## config.mk

```make
export PLATFORM = sky130hd
export DESIGN_NAME = serial_subtractor32
export DESIGN_NICKNAME = d
export VERILOG_FILES = /design/src/rtl/serial_subtractor32.sv
export SDC_FILE = /design/constraint.sdc
export NUM_CORES = 1
export LEC_CHECK = 0
export BUFFER_PORTS_ARGS = -buffer_cell sky130_fd_sc_hd__buf_2
export CORE_MARGIN = 3
export CORE_UTILIZATION = 25
export CTS_CLUSTER_DIAMETER = 150
export DETAILED_ROUTE_END_ITERATION = 8
export PLACE_DENSITY_LB_ADDON = 0.15
export SYNTH_ARGS = -nofsm -noshare
export SYNTH_HDL_FRONTEND = slang
export SYNTH_SLANG_ARGS = --single-unit
```

## constraint.sdc

```tcl
create_clock -name clk -period 5.05 [get_ports clk]
set_input_delay 0 -clock clk [delete_from_list [all_inputs] [get_ports clk]]
set_output_delay 0 -clock clk [all_outputs]
set_load 0.05 [all_outputs]
```

## src/rtl/serial_subtractor32.sv

```systemverilog
// serial_subtractor32
//   Multi-cycle two's-complement subtractor computing diff = a - b - bin.
//   One SLICE-bit slice is processed per clock, LSB slice first, through a
//   single shared slice subtractor with a registered borrow. Latency is
//   N = WIDTH/SLICE cycles from the accepted start to the done pulse.
//
// Ports:
//   clk    - clock, all state changes on the rising edge
//   rst_n  - synchronous reset, active-low
//   start  - request, sampled only while idle
//   a, b   - minuend / subtrahend, captured on an accepted start
//   bin    - borrow in, captured on an accepted start
//   busy   - high while slices are being computed
//   done   - one-cycle pulse, results valid
//   diff   - a - b - bin modulo 2^WIDTH
//   bout   - unsigned borrow out of the MSB (a < b + bin)
//   of     - signed overflow of the subtraction
module serial_subtractor32 #(
  parameter int WIDTH = 32,
  parameter int SLICE = 8
) (
  input  logic             clk,
  input  logic             rst_n,
  input  logic             start,
  input  logic [WIDTH-1:0] a,
  input  logic [WIDTH-1:0] b,
  input  logic             bin,
  output logic             busy,
  output logic             done,
  output logic [WIDTH-1:0] diff,
  output logic             bout,
  output logic             of
);

  localparam int N    = WIDTH / SLICE;
  localparam int IDXW = (N > 1) ? $clog2(N) : 1;
  localparam logic [IDXW-1:0] LAST_IDX = IDXW'(N - 1);

  typedef enum logic {
    IDLE,
    RUN
  } state_t;

  state_t            state;
  state_t            state_next;
  logic [IDXW-1:0]   idx;
  logic [WIDTH-1:0]  a_reg;
  logic [WIDTH-1:0]  b_reg;
  logic              borrow;
  logic [SLICE-1:0]  a_slice;
  logic [SLICE-1:0]  b_slice;
  logic [SLICE:0]    slice_res;
  logic              last;

  // Shared slice subtractor. Working one bit wider than the slice makes the
  // extra MSB the borrow out: it is set exactly when the zero-extended
  // difference went negative.
  always_comb begin
    a_slice   = a_reg[idx*SLICE +: SLICE];
    b_slice   = b_reg[idx*SLICE +: SLICE];
    slice_res = {1'b0, a_slice} - {1'b0, b_slice} - {{SLICE{1'b0}}, borrow};
    last      = (idx == LAST_IDX);
  end

  // Next-state logic: a start only matters in IDLE; RUN ends after the
  // last slice, so a start coinciding with done is taken immediately.
  always_comb begin
    state_next = state;
    case (state)
      IDLE:    if (start) state_next = RUN;
      RUN:     if (last)  state_next = IDLE;
      default: state_next = IDLE;
    endcase
  end

  always_ff @(posedge clk) begin
    if (!rst_n) state <= IDLE;
    else        state <= state_next;
  end

  assign busy = (state == RUN);

  // Datapath. Operands are frozen at acceptance so later input changes are
  // harmless. Results are cleared on acceptance and then filled slice by
  // slice; the overflow flag uses the freshly computed top slice because
  // diff itself is not updated until this same edge.
  always_ff @(posedge clk) begin
    if (!rst_n) begin
      idx    <= '0;
      borrow <= 1'b0;
      a_reg  <= '0;
      b_reg  <= '0;
      diff   <= '0;
      bout   <= 1'b0;
      of     <= 1'b0;
      done   <= 1'b0;
    end else begin
      done <= 1'b0;
      case (state)
        IDLE: begin
          if (start) begin
            a_reg  <= a;
            b_reg  <= b;
            borrow <= bin;
            idx    <= '0;
            diff   <= '0;
            bout   <= 1'b0;
            of     <= 1'b0;
          end
        end
        RUN: begin
          diff[idx*SLICE +: SLICE] <= slice_res[SLICE-1:0];
          borrow                   <= slice_res[SLICE];
          idx                      <= idx + 1'b1;
          if (last) begin
            idx  <= '0;
            bout <= slice_res[SLICE];
            of   <= (a_reg[WIDTH-1] != b_reg[WIDTH-1]) &&
                    (slice_res[SLICE-1] != a_reg[WIDTH-1]);
            done <= 1'b1;
          end
        end
        default: ;
      endcase
    end
  end

endmodule

```

==> reports/metrics.csv, run 1 <==
metric;value;unit
largest family of logic cells by synthesized area;simple AND/OR/NAND/NOR gates;
Final Wtd Congestion;0.800;
antenna viol nets, final;0;
Area growth syn-to-layout;36.0;%
power consumption;2.05;mW
crit path max fanout;14;
IO buf count;103;
register area share after synthesis;43.9;%
row cnt;49;
first-pass detailed-route iteration total;4;
mux cell area share after synthesis;7.88;%
Synthesized Nets;609;
post-synthesis simple-gate area fraction;18.8;%
Post-Synth Adder-Cell Area;5.11;%
RSZ-0062 raised after global routing;false;
clock sinks;103;
fraction of layout cells with a size suffix above 1;21.4;%
# diodes;0;
Synth Area in XOR/XNOR;1.28;%
DPL Wire Length;9.53;mm
Worst Hold Class;input pin to flop;
Synth Instances;523;
ratio of final minimum period to clock period;74.0;%
die width;143;um
final setup fails;0;
CP required;5.29;ns
Vias;4105;
Nets;759;
worst setup path class;flop to flop;
core area;0.0182;mm2
CTS tree;done;
Slew Limit Headroom;19.9;%
global-route wire length before repair;20.9;mm
Ports;104;
GRT Residual Overflow;0;
Final Hold Fails;0;
crit path capture type;flop;
Least-Margin Pin Slew;1.20;ns
Max IR drop VDD;0.000168;V
drt drc;0;
Max Fclk;267;MHz
CTS H-tree depth;3;
max cap viols;0;
synthesized cell area;0.00470;mm2
Period minus WS final;3.74;ns
P_leak;2.57;nW
vias in the first global route;3898;
synth warn;0;
Final Skew;0.00585;ns
routed vias/inst;4.53;
Initial Util;25.8;%
initial antenna violation count;0;
Global Route Usage Sum;13.2;%
clk slew on worst S/H paths;0.07;ns
unique cell type count in the Yosys netlist;39;
die height;143;um
layout filler cell count;1882;
initial drt markers;218;
post-synthesis compound-gate area fraction;18.2;%
Avg Synthesized Cell Area;8.99;um2
die area;0.0205;mm2
post-route setup TNS;0;ns
DR WL/cell;14.5;um
Clk Latency, worst-skew pair;0.35;ns
Root Driver;clkbuf_16;
Startpoint Class;flop;
Max Slew Vio Count;0;
register bit total from synthesis;103;
WHS;0.112;ns
Final Core Density;35.1;%
Bufs on Longest Clock Path;2;
largest net degree at the start of global routing;78;
P per Cell Area;320;mW/mm2
CTS Buf Count;9;
WP data arrival;3.98;ns
DRT Wirelength;13.2;mm
status;complete, no violations;
## metal layers
metal	wire, um	up-vias	track usage [%]
met2	5920	92	20.4
li1	-	2083	-
met3	723	10	3.58
met4	146	0	3.30
met1	6400	1920	18.3
met5	0	-	0
## cell usage after synthesis (all sizes together)
cell | n | area share (%)
a211o | 1 | 0.19
a211oi | 1 | 0.16
a21boi | 65 | 10
a21o | 1 | 0.16
a21oi | 11 | 1.3
a22oi | 20 | 3.2
a31oi | 1 | 0.13
a32o | 1 | 0.21
and3 | 2 | 0.27
and4 | 1 | 0.19
buf | 8 | 0.88
clkbuf | 26 | 2.1
dfxtp | 103 | 44
fa | 2 | 0.85
ha | 16 | 4.3
inv | 24 | 1.9
mux2i | 1 | 0.21
mux4 | 16 | 7.7
nand2 | 142 | 11
nand2b | 7 | 0.93
nand3 | 13 | 1.4
nand4 | 6 | 0.80
nor2 | 1 | 0.080
nor2b | 22 | 2.9
nor3 | 3 | 0.32
nor3b | 1 | 0.16
o21a | 1 | 0.16
o21ai | 12 | 1.3
o21bai | 2 | 0.32
o311ai | 4 | 0.75
or3 | 2 | 0.27
or3b | 1 | 0.19
xnor2 | 4 | 0.90
xor2 | 2 | 0.37
## where the power goes
group          switching, mW  internal [mW]
combinational          0.231          0.172
sequential            0.0239          0.850
clock                  0.306          0.464
## layout by cell type, fill, tap and decap left out, types with 4 or more instances in the layout
cell,count
a21oi_1,10
nor2b_1,21
buf_4,6
a22oi_1,20
clkbuf_16,9
nand4_1,6
nand2b_1,6
o21ai_0,7
dlygate4sd3_1,64
ha_1,16
dfxtp_1,103
o21ai_1,5
o311ai_0,4
a21boi_0,65
mux4_2,16
nand3_1,13
buf_2,103
nand2_1,142
inv_1,24
## final cells by class
cell class / count / area, um2 / share of cell area, %
well taps: 229 / 287 / 4.48
inverters: 24 / 90.1 / 1.41
flip-flops and latches: 103 / 2060 / 32.3
clock inverters: 4 / 76.3 / 1.19
repair buffers: 173 / 1200 / 18.8
clock buffers: 12 / 256 / 4.01
multi-input cells: 362 / 2420 / 37.9
## worst paths after layout
kind / startpoint / end / slack (ns) / depth (start not counted)
hold reg to reg: diff[21]$_SDFFE_PN0P_ / diff[21]$_SDFFE_PN0P_ / 0.46 / 2
setup / recovery: idx[0]$_SDFFE_PN0P_ / diff[22]$_SDFFE_PN0P_ / 1.31 / 10
hold / removal: bin / borrow$_SDFFE_PN0P_ / 0.11 / 5
setup reg to reg: idx[0]$_SDFFE_PN0P_ / diff[22]$_SDFFE_PN0P_ / 1.31 / 10
## repair_timing
item                                   4_1_cts  5_1_grt
endpoints found under the hold margin       64        0
resized for setup                            0        0
hold buffers                                64        0
buffers inserted                             0        0
## kinds of logic after synthesis
logic type | after synthesis
buffers and inverters | 58
multiplexers | 17
flip-flops | 103
AND/OR/NAND/NOR | 201
AO/OA/AOI/OAI | 120
adder cells (fa/ha/maj) | 18
XOR/XNOR | 6
## worst max-delay path, stage by stage (launching register included)
cell and delay, ns:
dfxtp_1 0.58, buf_4 0.36, mux4_2 0.56, fa_1 0.42, fa_1 0.44, nand2b_1 0.16
a21oi_1 0.22, o21bai_1 0.11, a21oi_1 0.46, nand4_1 0.15, o311ai_0 0.15
## metrics by stage
step | area (um2) | worst slack, ns | instances
after floorplan | 4700 | 1.74 | 523
after global placement | 5420 | 1.33 | 827
after detailed placement | 5420 | 1.25 | 827
after CTS | 6390 | 1.22 | 907
after global routing | 6390 | 0.810 | 907
final | 6390 | 1.31 | 907
(Power assumes the default switching activity.)
==> run 2, diff against run 1 <==
Clock period 5.05 ns to 3.2 ns, I/O delays scaled along.
==> reports/metrics.csv, run 2 (same netlist as run 1, synthesis figures left out) <==
metric;value;unit;change
status;complete, no violations;;
P_leak;2.60;nW;+1.4%
Area growth syn-to-layout;37.3;%;
DR WL/cell;14.9;um;+2.2%
Ports;104;;unchanged
worst setup path class;flop to flop;;
Cell Count, Final, Fillers Out;915;;+0.88%
Place WS;0.0896;ns;-1.16 ns
initial antenna violation count;0;;unchanged
Clk Latency, worst-skew pair;0.35;ns;about the same
P per Cell Area;495;mW/mm2;+55%
CP delay by family, top;adder cells;;
Initial Util;25.8;%;unchanged
routed vias/inst;4.53;;about the same
Final Skew;0.00877;ns;+0.00293 ns
CTS H-tree depth;3;;unchanged
CTS tree;done;;
Max IR drop VDD;0.000233;V;+38%
Slew Limit Headroom;45.2;%;+25 points
Final Wtd Congestion;0.762;;-4.7%
largest net degree at the start of global routing;65;;-17%
fraction of layout cells with a size suffix above 1;22.9;%;+1.5 points
Nets;767;;+1.1%
crit path capture type;flop;;
WP data arrival;3.19;ns;-0.79 ns
drt drc;0;;unchanged
Root Driver;clkbuf_16;;
die width;143;um;unchanged
Crit path top cell by count;fa_1;;
Worst Hold Class;input pin to flop;;
GRT Residual Overflow;0;;unchanged
Global Route Usage Sum;13.4;%;+0.22 points
commonest non-fill, non-tap cell in the layout;nand2_1;;
clock sinks;103;;unchanged
Final Hold Fails;0;;unchanged
NetSw;0.923;mW;+65%
fin area;0.00645;mm2;+0.96%
initial drt markers;137;;-37%
Vias;4143;;+0.93%
core area;0.0182;mm2;unchanged
RSZ-0062 raised after global routing;false;;
clock share of power;35.0;%;-2.6 points
Worst Slack Setup Final;0.212;ns;-1.10 ns
Sw Ratio;28.9;%;+1.5 points
post-route setup TNS;0;ns;unchanged
Max Fclk;335;MHz;+25%
crit-path max cell delay;0.52;ns;-0.06 ns
register share of total power;43.2;%;+0.5 points
global-route wire length before repair;21.3;mm;+1.8%
row cnt;49;;unchanged
dpl cells;835;;+0.97%
Area after DPL;0.00550;mm2;+1.4%
layout filler cell count;1885;;+0.16%
crit path max fanout;4;;-10
CP Cell Sequence;mux4_2 -> fa_1 -> fa_1 -> nand2b_1 -> a21oi_1 -> o21bai_1 -> a211oi_2 -> xnor2_1 -> a31oi_1;;
vias in the first global route;4044;;+3.7%
die height;143;um;unchanged
max cap viols;0;;unchanged
Least-Margin Pin Slew;0.822;ns;-0.379 ns
Int Power;2.27;mW;+53%
DRT Wirelength;13.6;mm;+3.1%
commonest non-fill, non-tap cells in the layout;142 x nand2_1, 103 x buf_2, 101 x dfxtp_1;;
IO buf count;103;;unchanged
Bufs on Longest Clock Path;2;;unchanged
Period minus WS final;2.99;ns;-0.751 ns
ratio of final minimum period to clock period;93.4;%;+19 points
DPL Wire Length;9.92;mm;+4.1%
Setup Buffers After CTS;0;;unchanged
Max Slew Vio Count;0;;unchanged
# diodes;0;;unchanged
critical path's slowest cell;mux4_2;;
Comb power frac;21.7;%;+2.0 points
Startpoint Class;flop;;
CP required;3.40;ns;-1.89 ns
power consumption;3.19;mW;+56%
antenna viol nets, final;0;;unchanged
clk slew on worst S/H paths;0.07;ns;about the same
CTS Buf Count;9;;unchanged
WHS;0.0358;ns;-0.0759 ns
die area;0.0205;mm2;unchanged
final setup fails;0;;unchanged
Final Core Density;35.4;%;+0.34 points
first-pass detailed-route iteration total;5;;+1
Critical path buffers and inverters;0;;-1
run 2: cell types whose count changed in the layout (fill, tap and decap cells not counted), sizes merged:
| cell | delta |
|---|---|
| buf | +8 |
| bufinv | -1 |
| clkbuf | -1 |
| clkinv | +2 |
run 2: layer usage:
layer / vias to the layer above / wire length, um / global-route usage (%)
li1: 2095 / - / -
met1: 1935 / 6450 / 17.9
met2: 102 / 6290 / 21.9
met3: 11 / 748 / 3.85
met4: 0 / 110 / 2.55
met5: - / 0 / 0
run 2: worst min-delay path: stages:
cell and delay [ns]:
buf_2 0.17, nand3_1 0.10, o21ai_0 0.06
run 2: worst paths after layout:
check,startpoint,end,slack (ns),cells after the start
max,idx[0]$_SDFFE_PN0P_,bout$_SDFFE_PN0P_,0.21,9
min,rst_n,diff[15]$_SDFFE_PN0P_,0.04,3
max reg2reg,idx[0]$_SDFFE_PN0P_,bout$_SDFFE_PN0P_,0.21,9
min reg2reg,diff[29]$_SDFFE_PN0P_,diff[29]$_SDFFE_PN0P_,0.45,2
run 2: layout make-up:
cell class / instances / area [um2] / share of cell area, %
clock buffer: 11 / 243 / 3.76
clock inverter: 5 / 56.3 / 0.872
inverter: 24 / 90.1 / 1.40
multi-input combinational: 362 / 2440 / 37.8
sequential: 103 / 2060 / 32.0
tap: 229 / 287 / 4.44
timing repair buffer: 181 / 1280 / 19.8
run 2: power by group through the flow:
stage / sequential [mW] / clock (mW) / combinational [mW]
floorplan: 1.43 / 0 / 0.378
global placement: 1.41 / 0 / 0.621
detailed placement: 1.41 / 0 / 0.629
CTS: 1.38 / 1.16 / 0.689
global route: 1.39 / 1.19 / 0.763
finish: 1.38 / 1.12 / 0.694
run 2: what timing repair did:
item	4_1_cts	5_1_grt
resized for setup	0	5
endpoints found under the setup margin	0	11
hold endpoints to repair	64	0
hold buffers	64	0
==> run 3, diff against run 2 <==
Settings changed: CORE_ASPECT_RATIO set to 0.6, PLACE_DENSITY set to 0.4, PLACE_DENSITY_LB_ADDON 0.15 to unset.
Clock period 3.2 ns to 3.3 ns, I/O delays scaled along.
==> reports/metrics.csv, run 3 (same netlist as run 1, synthesis figures left out) <==
metric;value;unit;change
status;complete, no violations;;
Nets;766;;-0.13%
Final Hold Fails;0;;unchanged
Crit path top cell by count;fa_1;;
core area;0.0183;mm2;+0.27%
Int Power;2.09;mW;-7.8%
die height;112;um;-22%
DPL Wire Length;11.0;mm;+11%
WHS;0.0734;ns;+0.0376 ns
Area growth syn-to-layout;36.2;%;
CP delay by family, top;adder cells;;
Least-Margin Pin Slew;0.883;ns;+0.0611 ns
NetSw;0.884;mW;-4.2%
Worst Hold Class;input pin to flop;;
P_leak;2.58;nW;-1.0%
Max IR drop VDD;0.000219;V;-6.0%
met1 GRT Util;23.1;%;+5.2 points
Root Driver;clkbuf_16;;
Slew Limit Headroom;41.1;%;-4.1 points
clock share of power;33.4;%;-1.6 points
Sequential Area;0.00206;mm2;-0.12%
Bufs on Longest Clock Path;2;;unchanged
Startpoint Class;flop;;
vias in the first global route;4285;;+6.0%
P per Cell Area;465;mW/mm2;-6.0%
Global Route Usage Sum;14.7;%;+1.3 points
Final Skew;0.0106;ns;+0.00186 ns
critical path's slowest cell;mux4_2;;
CTS H-tree depth;3;;unchanged
antenna viol nets, final;0;;unchanged
Max Fclk;328;MHz;-1.9%
initial antenna violation count;0;;unchanged
crit path capture type;flop;;
first-pass detailed-route iteration total;4;;-1
commonest non-fill, non-tap cells in the layout;142 x nand2_1, 103 x dfxtp_1, 103 x buf_2;;
initial drt markers;180;;+31%
DR WL/cell;15.9;um;+7.3%
global-route wire length before repair;23.8;mm;+11%
CP Cell Sequence;mux4_2 -> fa_1 -> fa_1 -> nand2b_1 -> a21oi_1 -> o21bai_1 -> a211oi_1 -> xnor2_1 -> a31oi_1;;
fraction of layout cells with a size suffix above 1;22.0;%;-0.84 points
worst setup path class;flop to flop;;
row cnt;38;;-22%
Critical path buffers and inverters;0;;unchanged
GRT Residual Overflow;0;;unchanged
layout filler cell count;1926;;+2.2%
max cap viols;0;;unchanged
DRT Wirelength;14.8;mm;+8.5%
Multi-input gate area;0.00242;mm2;-0.51%
clock sinks;103;;unchanged
crit path max fanout;3;;-1
clk slew on worst S/H paths;0.07;ns;about the same
Comb power frac;21.5;%;-0.2 points
post-route setup TNS;0;ns;unchanged
final setup fails;0;;unchanged
CTS Buf Count;9;;unchanged
GR Util met3;3.01;%;-0.84 points
die area;0.0205;mm2;+0.27%
Clk Latency, worst-skew pair;0.35;ns;about the same
commonest non-fill, non-tap cell in the layout;nand2_1;;
drt drc;0;;unchanged
Initial Util;25.8;%;-0.069 points
Ports;104;;unchanged
Final Wtd Congestion;0.789;;+3.5%
Final Core Density;35.1;%;-0.38 points
WP data arrival;3.24;ns;+0.05 ns
IO buf count;103;;unchanged
largest net degree at the start of global routing;65;;unchanged
Period minus WS final;3.05;ns;+0.0576 ns
met2 Usage GRT;20.8;%;-1.0 points
CTS tree;done;;
Top Usage Layer GRT;met1;;
RSZ-0062 raised after global routing;false;;
Vias;4194;;+1.2%
CP required;3.49;ns;+0.09 ns
register share of total power;45.1;%;+1.9 points
Sw Ratio;29.7;%;+0.78 points
# diodes;0;;unchanged
routed vias/inst;4.53;;+0.14%
die width;183;um;+28%
crit-path max cell delay;0.55;ns;+0.03 ns
Max Slew Vio Count;0;;unchanged
ratio of final minimum period to clock period;92.3;%;-1.1 points
[run 3: cell count changes in the layout (fill, tap and decap cells not counted), moves of 2 or more]
cell	before	now
dfxtp_2	2	0
clkbuf_1	1	3
clkinv_4	0	2
dfxtp_1	101	103
[run 3: cell type report]
type | count | share of cell area (%)
inverter | 24 | 1.41
sequential | 103 | 32.2
tap | 240 | 4.69
clock inverter | 4 | 0.489
timing repair buffer | 180 | 19.6
multi-input combinational | 362 | 37.9
clock buffer | 12 | 3.69
[run 3: worst paths after layout]
check	slack, ns	start	end	cells after the start
hold / removal	0.07	bin	borrow$_SDFFE_PN0P_	5
hold reg to reg	0.46	diff[29]$_SDFFE_PN0P_	diff[29]$_SDFFE_PN0P_	2
setup reg to reg	0.25	idx[0]$_SDFFE_PN0P_	bout$_SDFFE_PN0P_	9
setup / recovery	0.25	idx[0]$_SDFFE_PN0P_	bout$_SDFFE_PN0P_	9
[run 3: routing by layer]
metal | share of wire, % | vias to the layer above | wire length, um
met3 | 4.3 | 13 | 637
li1 | - | 2091 | -
met2 | 40 | 84 | 5910
met4 | 0.76 | 0 | 112
met5 | 0 | - | 0
met1 | 55 | 2006 | 8090
[run 3: power groups by stage]
stage / clock network [mW] / registers [mW] / logic [mW]
after floorplan: 0 / 1.39 / 0.366
final: 0.994 / 1.34 / 0.640
after detailed placement: 0 / 1.37 / 0.587
after global placement: 0 / 1.37 / 0.585
after CTS: 1.03 / 1.34 / 0.647
after global routing: 1.07 / 1.35 / 0.716
[run 3: what timing repair did]
item / 4_1_cts / 5_1_grt
setup endpoints to repair: 0 / 1
hold buffers: 64 / 0
setup buffers: 0 / 0
resized for setup: 0 / 1
endpoints found under the hold margin: 64 / 0
[run 3: metrics by stage]
step	std cells	instance area [um2]	worst slack, ns	power (mW)
2_1_floorplan	523	4710	0.0281	1.75
3_3_place_gp	845	5490	0.325	1.96
3_5_place_dp	845	5490	0.279	1.96
4_1_cts	925	6400	0.246	3.02
5_1_grt	925	6400	0.0210	3.13
6_report	925	6400	0.255	2.98
[run 3: worst reg2reg max path, cell delays in order (launching register included)]
cell	delay, ns
dfxtp_1	0.39
mux4_2	0.55
fa_1	0.43
fa_1	0.44
nand2b_1	0.16
a21oi_1	0.22
o21bai_1	0.13
a211oi_1	0.27
xnor2_1	0.19
a31oi_1	0.11
